--- src/rtl/serial_fifo_uart.sv ---
// serial_fifo_uart: full-duplex UART with bit-clock divider, RX/TX FIFOs, CTS/RTS and PDP-8 TTY flags.
// Define UART_PARITY_EN to add one even-parity bit in both directions.
module serial_fifo_uart #(
    parameter int CLK_DIV   = 52,
    parameter int DATA_BITS = 8,
    parameter int RX_DEPTH  = 4,
    parameter int TX_DEPTH  = 4
) (
    input  logic       clk,
    input  logic       reset,
    input  logic       rxd,
    output logic [7:0] rdata,
    output logic       rflag,
    input  logic       rclr,
    output logic       rbusy,
    output logic       rts_n,
    output logic       txd,
    input  logic [7:0] tdata,
    input  logic       tload,
    output logic       tflag,
    input  logic       tclr,
    output logic       tfull,
    output logic       tbusy,
    input  logic       cts_n,
    output logic       ferr,
    output logic       oerr,
    output logic       perr,
    input  logic       eclr
);
`ifdef UART_PARITY_EN
    localparam logic PAR_EN = 1'b1;
`else
    localparam logic PAR_EN = 1'b0;
`endif
    localparam int CW  = $clog2(CLK_DIV);
    localparam int RAW = $clog2(RX_DEPTH);
    localparam int TAW = $clog2(TX_DEPTH);
    localparam logic [2:0] LAST = 3'(DATA_BITS - 1);
    localparam logic [7:0] MASK = 8'((1 << DATA_BITS) - 1);

    typedef enum logic [2:0] {S_IDLE, S_START, S_DATA, S_PAR, S_STOP} state_t;

    logic [CW-1:0] cnt_q, cnt_d;
    logic          tick;
    logic          rx_s1_q, rxs_q, cts_s1_q, ctss_n_q;
    state_t        rstate_q, rstate_d, tstate_q, tstate_d;
    logic [2:0]    rtick_q, rtick_d, rbit_q, rbit_d, ttick_q, ttick_d, tbit_q, tbit_d;
    logic [7:0]    rsh_q, rsh_d, tsh_q, tsh_d, rlast_q, rlast_d;
    logic          tpar_q, tpar_d, txd_q, txd_d;
    logic          r_stop, r_perr, r_push, r_pop, r_full, t_push, t_pop, t_done;
    logic [7:0]    rmem [RX_DEPTH];
    logic [7:0]    tmem [TX_DEPTH];
    logic [RAW-1:0] rwp_q, rwp_d, rrp_q, rrp_d;
    logic [RAW:0]   rcnt_q, rcnt_d;
    logic [TAW-1:0] twp_q, twp_d, trp_q, trp_d;
    logic [TAW:0]   tcnt_q, tcnt_d;
    logic          rts_n_q, rts_n_d, tfull_q, tfull_d, tflag_q, tflag_d;
    logic          ferr_q, ferr_d, oerr_q, oerr_d, perr_q, perr_d;

    assign tick  = cnt_q == CW'(CLK_DIV - 1);
    assign cnt_d = tick ? '0 : cnt_q + CW'(1);

    // Receiver: START samples mid-start-bit after 4 ticks, later bits every 8 ticks
    always_comb begin
        rstate_d = rstate_q;
        rtick_d  = rtick_q;
        rbit_d   = rbit_q;
        rsh_d    = rsh_q;
        r_stop   = 1'b0;
        r_perr   = 1'b0;
        if (tick) begin
            rtick_d = rtick_q + 3'd1;
            case (rstate_q)
                S_IDLE: if (!rxs_q) begin
                    rstate_d = S_START;
                    rtick_d  = '0;
                end
                S_START: if (rtick_q == 3'd3) begin
                    rstate_d = rxs_q ? S_IDLE : S_DATA;
                    rtick_d  = '0;
                    rbit_d   = '0;
                    rsh_d    = '0;
                end
                S_DATA: if (rtick_q == 3'd7) begin
                    rsh_d[rbit_q] = rxs_q;
                    rbit_d        = rbit_q + 3'd1;
                    if (rbit_q == LAST) rstate_d = PAR_EN ? S_PAR : S_STOP;
                end
                S_PAR: if (rtick_q == 3'd7) begin
                    r_perr   = rxs_q != ^rsh_q;
                    rstate_d = S_STOP;
                end
                default: if (rtick_q == 3'd7) begin
                    r_stop   = 1'b1;
                    rstate_d = S_IDLE;
                end
            endcase
        end
    end

    // A pop in the same cycle frees the slot, so a full FIFO can still accept
    assign r_pop   = rclr && rcnt_q != '0;
    assign r_full  = rcnt_q == (RAW + 1)'(RX_DEPTH);
    assign r_push  = r_stop && rxs_q && (!r_full || r_pop);
    assign rcnt_d  = rcnt_q + (RAW + 1)'(r_push) - (RAW + 1)'(r_pop);
    assign rwp_d   = rwp_q + RAW'(r_push);
    assign rrp_d   = rrp_q + RAW'(r_pop);
    assign rlast_d = r_pop ? rmem[rrp_q] : rlast_q;
    assign rts_n_d = rcnt_d >= (RAW + 1)'(RX_DEPTH - 1);

    assign t_push  = tload && !tfull_q;
    assign tcnt_d  = tcnt_q + (TAW + 1)'(t_push) - (TAW + 1)'(t_pop);
    assign twp_d   = twp_q + TAW'(t_push);
    assign trp_d   = trp_q + TAW'(t_pop);
    assign tfull_d = tcnt_d == (TAW + 1)'(TX_DEPTH);

    // Transmitter: CTS is only looked at when leaving IDLE
    always_comb begin
        tstate_d = tstate_q;
        ttick_d  = ttick_q;
        tbit_d   = tbit_q;
        tsh_d    = tsh_q;
        tpar_d   = tpar_q;
        t_pop    = 1'b0;
        t_done   = 1'b0;
        if (tick) begin
            ttick_d = ttick_q + 3'd1;
            case (tstate_q)
                S_IDLE: if (tcnt_q != '0 && !ctss_n_q) begin
                    t_pop    = 1'b1;
                    tsh_d    = tmem[trp_q];
                    tpar_d   = ^tmem[trp_q];
                    ttick_d  = '0;
                    tstate_d = S_START;
                end
                S_START: if (ttick_q == 3'd7) begin
                    tstate_d = S_DATA;
                    tbit_d   = '0;
                end
                S_DATA: if (ttick_q == 3'd7) begin
                    tsh_d  = tsh_q >> 1;
                    tbit_d = tbit_q + 3'd1;
                    if (tbit_q == LAST) tstate_d = PAR_EN ? S_PAR : S_STOP;
                end
                S_PAR: if (ttick_q == 3'd7) tstate_d = S_STOP;
                default: if (ttick_q == 3'd7) begin
                    t_done   = 1'b1;
                    tstate_d = S_IDLE;
                end
            endcase
        end
        txd_d = tstate_d == S_START ? 1'b0 :
                tstate_d == S_DATA  ? tsh_d[0] :
                tstate_d == S_PAR   ? tpar_d : 1'b1;
    end

    assign tflag_d = !tclr && (tflag_q || t_done);
    assign ferr_d  = !eclr && (ferr_q || (r_stop && !rxs_q));
    assign oerr_d  = !eclr && (oerr_q || (r_stop && rxs_q && r_full && !r_pop));
    assign perr_d  = !eclr && (perr_q || r_perr);

    always_ff @(posedge clk) begin
        if (r_push) rmem[rwp_q] <= rsh_q;
        if (t_push) tmem[twp_q] <= tdata & MASK;
    end

    always_ff @(posedge clk or posedge reset) begin
        if (reset) begin
            cnt_q    <= '0;
            rx_s1_q  <= 1'b1;
            rxs_q    <= 1'b1;
            cts_s1_q <= 1'b1;
            ctss_n_q <= 1'b1;
            rstate_q <= S_IDLE;
            tstate_q <= S_IDLE;
            rtick_q  <= '0;
            rbit_q   <= '0;
            ttick_q  <= '0;
            tbit_q   <= '0;
            rsh_q    <= '0;
            tsh_q    <= '0;
            rlast_q  <= '0;
            tpar_q   <= 1'b0;
            txd_q    <= 1'b1;
            rwp_q    <= '0;
            rrp_q    <= '0;
            rcnt_q   <= '0;
            twp_q    <= '0;
            trp_q    <= '0;
            tcnt_q   <= '0;
            rts_n_q  <= 1'b0;
            tfull_q  <= 1'b0;
            tflag_q  <= 1'b0;
            ferr_q   <= 1'b0;
            oerr_q   <= 1'b0;
            perr_q   <= 1'b0;
        end else begin
            cnt_q    <= cnt_d;
            rx_s1_q  <= rxd;
            rxs_q    <= rx_s1_q;
            cts_s1_q <= cts_n;
            ctss_n_q <= cts_s1_q;
            rstate_q <= rstate_d;
            tstate_q <= tstate_d;
            rtick_q  <= rtick_d;
            rbit_q   <= rbit_d;
            ttick_q  <= ttick_d;
            tbit_q   <= tbit_d;
            rsh_q    <= rsh_d;
            tsh_q    <= tsh_d;
            rlast_q  <= rlast_d;
            tpar_q   <= tpar_d;
            txd_q    <= txd_d;
            rwp_q    <= rwp_d;
            rrp_q    <= rrp_d;
            rcnt_q   <= rcnt_d;
            twp_q    <= twp_d;
            trp_q    <= trp_d;
            tcnt_q   <= tcnt_d;
            rts_n_q  <= rts_n_d;
            tfull_q  <= tfull_d;
            tflag_q  <= tflag_d;
            ferr_q   <= ferr_d;
            oerr_q   <= oerr_d;
            perr_q   <= perr_d;
        end
    end

    assign rdata = rcnt_q == '0 ? rlast_q : rmem[rrp_q];
    assign rflag = rcnt_q != '0;
    assign rbusy = rstate_q != S_IDLE;
    assign rts_n = rts_n_q;
    assign txd   = txd_q;
    assign tflag = tflag_q;
    assign tfull = tfull_q;
    assign tbusy = tstate_q != S_IDLE;
    assign ferr  = ferr_q;
    assign oerr  = oerr_q;
    assign perr  = PAR_EN & perr_q;
endmodule

--- config.mk ---
export PLATFORM = sky130hd
export DESIGN_NAME = serial_fifo_uart
export DESIGN_NICKNAME = d
export VERILOG_FILES = /design/src/rtl/serial_fifo_uart.sv
export SDC_FILE = /design/constraint.sdc
export NUM_CORES = 1
export LEC_CHECK = 0
export CAP_MARGIN = 15
export CORE_ASPECT_RATIO = 1.75
export CORE_MARGIN = 5
export CORE_UTILIZATION = 30
export DETAILED_ROUTE_END_ITERATION = 10
export GPL_ROUTABILITY_DRIVEN = 0
export GPL_TIMING_DRIVEN = 0
export PLACE_DENSITY = 0.5
export SLEW_MARGIN = 20
export SYNTH_ARGS = -nofsm -noshare
export SYNTH_HDL_FRONTEND = slang
export SYNTH_SLANG_ARGS = --single-unit
export TNS_END_PERCENT = 30
--- constraint.sdc ---
create_clock -name clk -period 3.8 [get_ports clk]
set_input_delay 0.76 -clock clk [delete_from_list [all_inputs] [get_ports clk]]
set_output_delay 0.76 -clock clk [all_outputs]
set_load 0.005 [all_outputs]
==> reports/results.txt, run 1 <==
RSZ-0062 raised after global routing -> false
Crit start category -> register
Synth top area share -> 31.95%
Synth Flop Type -> dfrtp_1
CTS Hold Buffers Added -> 0
Die Wd -> 117.0 um
Final hold vios -> 0
Yosys reg bits -> 137
Pwr Density -> 584.3 mW/mm^2
Synth Net Count -> 478
Hold_ws -> 0.3545 ns
Post-CTS Setup Bufs -> 0
Hold crit path type -> register to register
Asr flop ratio synth -> 53.28%
Syn_area_per_cell -> 13.67 sq um
VDD IR max -> 0.3603 mV
Critical R2R Launch -> rcnt_q[1]
FF-to-FF path depth -> 12
Nets -> 531
# DRC -> 0
Initial Utilization -> 30.47%
Root buffer cell -> clkbuf_16
ANT nets after route -> 0
Total number of vias -> 3577
Drt pass-1 iters -> 4
Vias in the first global route -> 3917
Routed Wire Length -> 11.59 mm
WL per Instance -> 15.43 um
N_diodes -> 0
Core footprint -> 0.01974 sq mm
Status -> complete, no violations
Flop pwr share -> 42.3%
Worst-path fanout max -> 8
Number of flops mapped to enable cells by yosys -> 64
Synthesized area -> 0.006015 sq mm
Clock Power Share -> 39.0%
Worst EP required -> 3.04 ns
Initial antenna violation count -> 0
Filler cell count -> 1961
TritonCTS buffer count -> 17
IO Count -> 34
GRT Util Overall -> 10.97%
Port Buf Inserts -> 32
Via density -> 4.763
Setup violators final -> 0
Dpl cells -> 719
GRT overflow -> 0
Final clock skew -> 0.01362 ns
Static Leak -> 2.973 nW
Die height -> 197.3 um
Synth cell types -> 51
Logic pwr share -> 18.7%
Crit Path Class -> register to primary output
Switching Share -> 24.70%
Mapped Cells -> 440
Crit path capture type -> primary output
Worst hold path stage count -> 0
Post-DP HPWL -> 8.611 mm
Most common cell after layout, fill and taps aside -> dfrtp_1
Clock Latency Late Sink -> 0.42 ns
CP startpoint -> rrp_q[0]
Sw Pwr -> 1.054 mW
Clock-pin transition on the worst setup and hold timing paths -> 0.06 ns
Htree depth -> 4
Largest net degree at the start of global routing -> 51
Slew at the pin closest to its max-slew limit -> 0.8353 ns
CTS Buffer Depth -> 2
Internal power -> 3.215 mW
Initial DRC Count -> 130
Die ar. -> 0.02309 sq mm
First-pass GRT wire length -> 19.44 mm
Crit path arrival time -> 2.65 ns
CTS tree -> built
Number of core rows -> 68
Warnings, synthesis -> 0
Cell taking the most area after synthesis -> edfxtp_1
Final Max Tran Viols -> 0
FMAX -> 293.1 MHz
# resized after CTS -> 0
Fin crit share -> 89.78%
Most frequent cells in the layout -> dfrtp_1, edfxtp_1, clkdlybuf4s50_1
Non-Filler Instances -> 751
Slew HR -> 44.11%
Worst hold start -> rx_s1_q
Layout area overhead -> 21.49%
# clock sinks -> 137
Max-cap viol count -> 0
Synth top area cells -> edfxtp_1, dfrtp_1, mux4_2
Final Power -> 4.270 mW
Min cycle time layout -> 3.412 ns
Sequential-to-total area share from yosys stat -> 62.43%
Ratio of cells with drive above 1 in the final layout -> 17.79%
==> flip-flops by register name, indices dropped and copies added (netlist names), 2 cells and up <==
register / cells
rstate_q: 3
twp_q: 2
rsh_q: 8
ttick_q: 3
rbit_q: 3
rtick_q: 3
trp_q: 2
tstate_q: 3
tcnt_q: 3
cnt_q: 6
rcnt_q: 3
rrp_q: 2
rmem: 32
tsh_q: 8
rwp_q: 2
tmem: 32
tbit_q: 3
rlast_q: 8
==> synth_stat cells, types with 2 or more instances <==
cell type and instances:
nand2_1 26, nor2_1 30, and3_1 5, dfstp_2 5, inv_1 16, nor4b_1 2
dfrtp_1 68, nand3_1 11, or3_1 5, buf_2 4, a22oi_1 7, mux4_2 16
buf_4 2, nor3_1 8, clkbuf_1 13, nor2b_1 3, nand3b_1 3, xnor2_1 14
o21ai_0 23, xor2_1 4, a22o_1 5, edfxtp_1 64, a21oi_1 17, a21o_1 5
nor3b_1 3, a31oi_1 7, fa_1 2, o31ai_1 5, ha_1 20, nand2b_1 8
mux2_2 19
==> power groups by stage <==
| stage | registers [mW] | logic [mW] | clock network, mW |
|---|---|---|---|
| detailed placement | 1.84 | 0.824 | 0 |
| finish | 1.81 | 0.798 | 1.67 |
| global route | 1.82 | 0.895 | 1.79 |
| CTS | 1.81 | 0.829 | 1.72 |
| global placement | 1.82 | 0.789 | 0 |
| floorplan | 1.81 | 0.536 | 0 |
==> logic make-up after synthesis <==
logic type	after synthesis	synth area share (%)
AND/OR/NAND/NOR	112	9.674
XOR/XNOR	18	2.621
flip-flops	137	62.43
multiplexers	35	9.549
adder cells (fa/ha/maj)	22	4.826
AO/OA/AOI/OAI	78	8.301
buffers and inverters	37	2.538
other	1	0.06235
==> worst max-delay path, stage by stage, from the launching register on <==
cell and delay (ns):
dfrtp_1 0.35, clkbuf_1 0.54, mux4_2 0.60, mux2_2 0.28, clkdlybuf4s50_1 0.45
==> through the flow <==
| step | setup WS, ns | setup TNS, ns | cell area [sq um] | utilization [%] |
|---|---|---|---|---|
| floorplan | 1.068 | 0 | 6015 | - |
| global placement | -0.3256 | -21.66 | 6641 | 33.65 |
| detailed placement | 0.5697 | 0 | 6689 | 33.89 |
| CTS | 0.2930 | 0 | 7307 | 37.02 |
| global route | 0.1670 | 0 | 7307 | 37.02 |
| finish | 0.3883 | 0 | 7307 | 37.02 |
==> final timing paths <==
kind | end | slack, ns
max | rdata[0] | 0.39
max in group asynchronous | rx_s1_q | 2.51
min | rxs_q | 0.35
min reg2reg | rxs_q | 0.35
max reg2reg | rts_n | 0.67
min in group asynchronous | tfull | 0.68
==> final cells by class <==
type | count | area, sq um | area share [%]
Buffer | 21 | 92.59 | 1.267
Clock buffer | 21 | 514.2 | 7.038
Clock inverter | 11 | 103.9 | 1.421
Inverter | 16 | 62.56 | 0.8562
Multi-Input combinational cell | 266 | 2117 | 28.97
Sequential cell | 137 | 3755 | 51.39
Tap cell | 245 | 306.5 | 4.195
Timing Repair Buffer | 34 | 355.3 | 4.863
==> routing by layer <==
layer | GRT usage, % | part of all wire, % | up-vias
met1 | 10.26 | 35 | 1792
met5 | 0 | 0 | -
met2 | 21.32 | 60 | 48
li1 | - | - | 1724
met3 | 2.606 | 2.2 | 13
met4 | 5.315 | 1.9 | 0
Power figures use the tool's default switching activity.
==> inputs of run 2 (changes only) <==
--- a/config.mk
+++ b/config.mk
@@ -8,11 +8,11 @@
 export CAP_MARGIN = 15
 export CORE_ASPECT_RATIO = 1.75
 export CORE_MARGIN = 5
-export CORE_UTILIZATION = 30
+export CORE_UTILIZATION = 59
 export DETAILED_ROUTE_END_ITERATION = 10
 export GPL_ROUTABILITY_DRIVEN = 0
 export GPL_TIMING_DRIVEN = 0
-export PLACE_DENSITY = 0.5
+export PLACE_DENSITY = 0.83
 export SLEW_MARGIN = 20
 export SYNTH_ARGS = -nofsm -noshare
 export SYNTH_HDL_FRONTEND = slang
==> reports/results.txt, run 2 (synthesized netlist as in run 1, its figures left out) <==
Min cycle time layout -> 3.344 ns (was 3.412 ns)
Flop pwr share -> 43.4% (was 42.3%)
Fin crit share -> 88.01% (was 89.78%)
Drt pass-1 iters -> 6 (was 4)
Largest net degree at the start of global routing -> 59 (was 51)
Die ar. -> 0.01239 sq mm (was 0.02309 sq mm)
Post-CTS Setup Bufs -> 0 (unchanged)
Dpl cells -> 598 (was 719)
GRT Util Overall -> 19.88% (was 10.97%)
CTS Hold Buffers Added -> 0 (unchanged)
Final hold vios -> 0 (unchanged)
Non-Filler Instances -> 630 (was 751)
M3 GR Usage -> 4.303% (was 2.606%)
Initial antenna violation count -> 0 (unchanged)
ANT nets after route -> 0 (unchanged)
Final Power -> 4.174 mW (was 4.270 mW)
Static Leak -> 2.932 nW (was 2.973 nW)
Switching Share -> 24.91% (was 24.70%)
# resized after CTS -> 0 (unchanged)
Core footprint -> 0.009910 sq mm (was 0.01974 sq mm)
Crit Path Class -> register to primary output (unchanged)
Layout area overhead -> 17.95% (was 21.49%)
Met2 Use GR -> 39.79% (was 21.32%)
Initial DRC Count -> 231 (was 130)
# clock sinks -> 137 (unchanged)
Final Max Tran Viols -> 0 (unchanged)
Hold crit path type -> register to register (unchanged)
Post-DP HPWL -> 8.210 mm (was 8.611 mm)
Setup violators final -> 0 (unchanged)
Most frequent cells in the layout -> dfrtp_1, edfxtp_1, clkdlybuf4s50_1 (unchanged)
FMAX -> 299.0 MHz (was 293.1 MHz)
Clock Latency Late Sink -> 0.42 ns (about the same)
Via density -> 5.873 (was 4.763)
# DRC -> 0 (unchanged)
N_diodes -> 0 (unchanged)
Internal power -> 3.134 mW (was 3.215 mW)
Status -> complete, no violations (unchanged)
CTS tree -> built (unchanged)
Max-cap viol count -> 0 (unchanged)
Top Registers -> rmem: 32 flops, tmem: 32 flops (unchanged)
Initial Utilization -> 60.69% (was 30.47%)
Port Buf Inserts -> 32 (unchanged)
Worst-path fanout max -> 8 (unchanged)
Clock Power Share -> 37.3% (was 39.0%)
Number of core rows -> 48 (was 68)
IO Count -> 34 (unchanged)
Final clock skew -> 0.01200 ns (was 0.01362 ns)
Routed Wire Length -> 11.38 mm (was 11.59 mm)
VDD IR max -> 0.4777 mV (was 0.3603 mV)
Logic pwr share -> 19.3% (was 18.7%)
Clock-pin transition on the worst setup and hold timing paths -> 0.06 ns (about the same)
Worst-path cell chain -> clkbuf_1, mux4_2, mux2_2, clkdlybuf4s50_1 (unchanged)
Most Used Layer, Global Route -> met2 (unchanged)
Htree depth -> 4 (unchanged)
TritonCTS buffer count -> 17 (unchanged)
First-pass GRT wire length -> 18.78 mm (was 19.44 mm)
RSZ-0062 raised after global routing -> false (unchanged)
CTS Buffer Depth -> 2 (unchanged)
Root buffer cell -> clkbuf_16 (unchanged)
Nets -> 530 (was 531)
Critical path's slowest cell -> mux4_2 (unchanged)
Crit start category -> register (unchanged)
Worst EP required -> 3.04 ns (about the same)
Die Wd -> 86.32 um (was 117.0 um)
Sw Pwr -> 1.040 mW (was 1.054 mW)
Slowest stage delay, CP -> 0.60 ns (about the same)
Total number of vias -> 3700 (was 3577)
Slew at the pin closest to its max-slew limit -> 0.7880 ns (was 0.8353 ns)
GRT overflow -> 0 (unchanged)
Ratio of cells with drive above 1 in the final layout -> 16.63% (was 17.79%)
Vias in the first global route -> 4002 (was 3917)
WL per Instance -> 18.06 um (was 15.43 um)
Post-Layout Inst Area -> 0.007094 sq mm (was 0.007307 sq mm)
Die height -> 143.6 um (was 197.3 um)
Most common cell after layout, fill and taps aside -> dfrtp_1 (unchanged)
Grt met1 use -> 18.13% (was 10.26%)
Slew HR -> 47.27% (was 44.11%)
Crit path arrival time -> 2.58 ns (was 2.65 ns)
Pwr Density -> 588.4 mW/mm^2 (was 584.3 mW/mm^2)
Crit path capture type -> primary output (unchanged)
Placement Cell Area -> 0.006531 sq mm (was 0.006689 sq mm)
-- run 2: cell types whose count changed in the layout (fill, tap and decap cells not counted), sizes merged --
cell | before | now
clkbuf | 35 | 33
bufinv | 1 | 2
buf | 9 | 8
clkinvlp | 2 | 3
inv | 19 | 17
clkinv | 5 | 7
-- run 2: final cells by class --
cell class              instances  area, sq um
flip-flops and latches        137         3755
fillers                       642         2815
multi-input cells             266         2117
clock buffers                  19        432.9
repair buffers                 33        347.8
well taps                     125        156.4
clock inverters                13        130.1
plain buffers                  21        92.59
inverters                      16        62.56
-- run 2: metal layers --
layer | wire length [um] | share of wire (%) | vias up
li1 | - | - | 1729
met1 | 3812 | 33 | 1874
met2 | 6931 | 61 | 75
met3 | 328 | 2.9 | 22
met4 | 307 | 2.7 | 0
met5 | 0 | 0 | -
-- run 2: power by group through the flow --
stage	clock, mW	combinational, mW	sequential [mW]
after global placement	0	0.768	1.82
after floorplan	0	0.536	1.81
after CTS	1.58	0.828	1.82
after detailed placement	0	0.820	1.84
after global routing	1.66	0.884	1.83
final	1.56	0.806	1.81
-- run 2: path summary, 6_finish.rpt --
| path | from | to | slack, ns | cells after the start |
|---|---|---|---|---|
| hold / removal | cts_s1_q | ctss_n_q | 0.35 | 0 |
| max in group asynchronous | reset | txd | 2.57 | 3 |
| min in group asynchronous | reset | tcnt_q[0] | 0.64 | 2 |
| setup / recovery | rrp_q[0] | rdata[6] | 0.46 | 4 |
| setup reg to reg | cnt_q[0] | tfull | 0.65 | 12 |
| hold reg to reg | cts_s1_q | ctss_n_q | 0.35 | 0 |
-- run 2: critical path, delay by kind of cell, from the launching register on --
| family | cells | cell delay [ns] |
|---|---|---|
| buffers and inverters | 2 | 0.94 |
| DFF | 1 | 0.35 |
| muxes | 2 | 0.88 |
-- run 2: metrics by stage --
step	setup WS [ns]	setup TNS, ns	hold WS (ns)	utilization [%]
after CTS	0.3907	0	0.3559	71.59
after global placement	-0.001043	-0.008488	0.3459	65.51
final	0.4556	0	0.3546	71.59
after global routing	0.2939	0	0.3596	71.59
after floorplan	1.068	0	0.3452	-
after detailed placement	0.5616	0	0.3476	65.91
==> inputs of run 3 (changes only) <==
--- a/config.mk
+++ b/config.mk
@@ -8,11 +8,12 @@
 export CAP_MARGIN = 15
 export CORE_ASPECT_RATIO = 1.75
 export CORE_MARGIN = 5
-export CORE_UTILIZATION = 59
+export CORE_UTILIZATION = 25
 export DETAILED_ROUTE_END_ITERATION = 10
 export GPL_ROUTABILITY_DRIVEN = 0
 export GPL_TIMING_DRIVEN = 0
-export PLACE_DENSITY = 0.83
+export MAX_ROUTING_LAYER = met4
+export PLACE_DENSITY = 0.44
 export SLEW_MARGIN = 20
 export SYNTH_ARGS = -nofsm -noshare
 export SYNTH_HDL_FRONTEND = slang
==> constraint.sdc (replaced) <==
create_clock -name clk -period 3.15 [get_ports clk]
set_input_delay 0.63 -clock clk [delete_from_list [all_inputs] [get_ports clk]]
set_output_delay 0.63 -clock clk [all_outputs]
set_load 0.005 [all_outputs]
==> reports/results.txt, run 3 (synthesized netlist as in run 1, its figures left out) <==
Number of core rows -> 75 (was 48)
# DRC -> 0 (unchanged)
Setup violators final -> 0 (unchanged)
Non-Filler Instances -> 815 (was 630)
Nets -> 532 (was 530)
Fin crit share -> 95.27%
Crit path capture type -> primary output (unchanged)
FMAX -> 333.2 MHz
Core footprint -> 0.02384 sq mm (was 0.009910 sq mm)
Vias in the first global route -> 3995 (was 4002)
Crit path max-delay family -> multiplexers (was buffers and inverters)
Clock-pin transition on the worst setup and hold timing paths -> 0.06 ns (about the same)
Via density -> 4.469 (was 5.873)
Static Leak -> 2.967 nW (was 2.932 nW)
Largest net degree at the start of global routing -> 47 (was 59)
# clock sinks -> 137 (unchanged)
Post-DP HPWL -> 8.772 mm (was 8.210 mm)
Final Max Tran Viols -> 0 (unchanged)
Slowest stage delay, CP -> 0.57 ns (was 0.60 ns)
Die Wd -> 127.3 um (was 86.32 um)
IO Count -> 34 (unchanged)
Drt pass-1 iters -> 4 (was 6)
Pwr Density -> 694.2 mW/mm^2 (was 588.4 mW/mm^2)
Hold crit path type -> register to register (unchanged)
VDD IR max -> 0.3972 mV (was 0.4777 mV)
WL per Instance -> 14.71 um (was 18.06 um)
Worst-path fanout max -> 8 (unchanged)
Layout area overhead -> 22.92% (was 17.95%)
Dpl cells -> 783 (was 598)
Port Buf Inserts -> 32 (unchanged)
Routed Wire Length -> 11.99 mm (was 11.38 mm)
Die height -> 215.2 um (was 143.6 um)
Critical path's slowest cell -> mux4_2 (unchanged)
Final hold vios -> 0 (unchanged)
Wire length on met2 -> 7.194 mm (was 6.931 mm)
Htree depth -> 4 (unchanged)
Initial Utilization -> 25.23% (was 60.69%)
ANT nets after route -> 0 (unchanged)
Min cycle time layout -> 3.001 ns
Clock Latency Late Sink -> 0.42 ns (about the same)
GRT Util Overall -> 9.483% (was 19.88%)
WL met3 -> 316 um (was 328 um)
R2R setup slack -> 0.22 ns (was 0.65 ns)
Uppermost layer routed -> met4 (unchanged)
Worst EP required -> 2.52 ns (was 3.04 ns)
CP bufs+invs -> 2 (unchanged)
Filler cell count -> 2448 (was 642)
Top Registers -> rmem: 32 flops, tmem: 32 flops (unchanged)
Final clock skew -> 0.007633 ns (was 0.01200 ns)
CTS Buffer Depth -> 2 (unchanged)
Fin util -> 31.02% (was 71.59%)
Crit start category -> register (unchanged)
First-pass GRT wire length -> 19.87 mm (was 18.78 mm)
Initial DRC Count -> 184 (was 231)
Slew at the pin closest to its max-slew limit -> 0.8813 ns (was 0.7880 ns)
Post-CTS Setup Bufs -> 0 (unchanged)
Die ar. -> 0.02738 sq mm (was 0.01239 sq mm)
RSZ-0062 raised after global routing -> false (unchanged)
Max-cap viol count -> 0 (unchanged)
TritonCTS buffer count -> 17 (unchanged)
FF/Latch Area -> 0.003755 sq mm (unchanged)
Placement Cell Area -> 0.006775 sq mm (was 0.006531 sq mm)
Most frequent cells in the layout -> dfrtp_1, edfxtp_1, clkdlybuf4s50_1 (unchanged)
CTS tree -> built (unchanged)
GRT overflow -> 0 (unchanged)
Setup TNS -> 0 ns (unchanged)
Post-Layout Inst Area -> 0.007393 sq mm (was 0.007094 sq mm)
Wl on met1 -> 4.213 mm (was 3.812 mm)
Ratio of cells with drive above 1 in the final layout -> 18.54% (was 16.63%)
Crit Path Class -> register to primary output (unchanged)
Most common cell after layout, fill and taps aside -> dfrtp_1 (unchanged)
Total number of vias -> 3642 (was 3700)
Worst-path cell chain -> clkbuf_2, mux4_2, mux2_2, clkdlybuf4s50_1 (was clkbuf_1, mux4_2, mux2_2, clkdlybuf4s50_1)
Initial antenna violation count -> 0 (unchanged)
Root buffer cell -> clkbuf_16 (unchanged)
Slew HR -> 41.03% (was 47.27%)
Multi-input gate area -> 0.002141 sq mm (was 0.002117 sq mm)
N_diodes -> 0 (unchanged)
Status -> complete, no violations (unchanged)
Crit path arrival time -> 2.37 ns (was 2.58 ns)
-- run 3: changes by cell type in the layout (fill, tap and decap cells not counted), moves of 2 or more --
cell / previous run / this run
clkinv_1: 3 / 1
clkbuf_1: 15 / 12
clkinv_2: 2 / 0
inv_6: 1 / 3
buf_4: 2 / 4
clkinv_4: 2 / 5
-- run 3: layer usage --
layer,track usage [%],vias up
li1,-,1729
met1,8.344,1832
met2,18.44,61
met3,2.385,20
met4,4.152,0
met5,-,-
-- run 3: final timing paths --
path                                from  endpoint  depth (start not counted)
worst max-delay path            rrp_q[0]  rdata[3]                          4
worst min-delay path             rx_s1_q     rxs_q                          0
worst max register to register  cnt_q[0]     tfull                         12
worst min register to register   rx_s1_q     rxs_q                          0
max in group asynchronous          reset  cts_s1_q                          3
min in group asynchronous          reset      ferr                          2
-- run 3: cell type report --
cell class                      instances  share of cell area [%]
Multi-Input combinational cell        266                   28.96
Buffer                                 21                   1.269
Tap cell                              308                   5.212
Sequential cell                       137                   50.79
Timing Repair Buffer                   35                   4.908
Clock inverter                         15                   2.268
Clock buffer                           17                   5.754
Inverter                               16                  0.8462
-- run 3: stage by stage --
stage,power [mW],hold WS (ns),setup WS (ns)
final,5.133,0.3545,0.1490
after global routing,5.405,0.3607,0.009284
after CTS,5.236,0.3559,0.05892
after detailed placement,3.213,0.3469,-0.02297
after global placement,3.157,0.3473,-0.8336
after floorplan,2.832,0.3452,0.4182
-- run 3: repair_timing --
action                     in CTS  in global routing
gates cloned                    0                  0
gates resized for setup         4                  2
hold buffers                    0                  0
pin swaps                       0                  1
setup endpoints to repair      10                 18
-- run 3: worst register-to-register path: stages (launching register included) --
cell,delay [ns]
dfrtp_1,0.41
ha_1,0.34
nand3b_4,0.17
nor2_4,0.26
nand2_1,0.16
inv_1,0.16
ha_1,0.14
inv_1,0.04
ha_1,0.20
fa_1,0.39
xnor2_1,0.22
xnor2_1,0.16
nor3b_1,0.21
-- run 3: power by group --
part / switching, mW / total [mW] / internal (mW)
clock: 0.800 / 1.98 / 1.18
combinational: 0.430 / 0.976 / 0.546
sequential: 0.0937 / 2.18 / 2.08
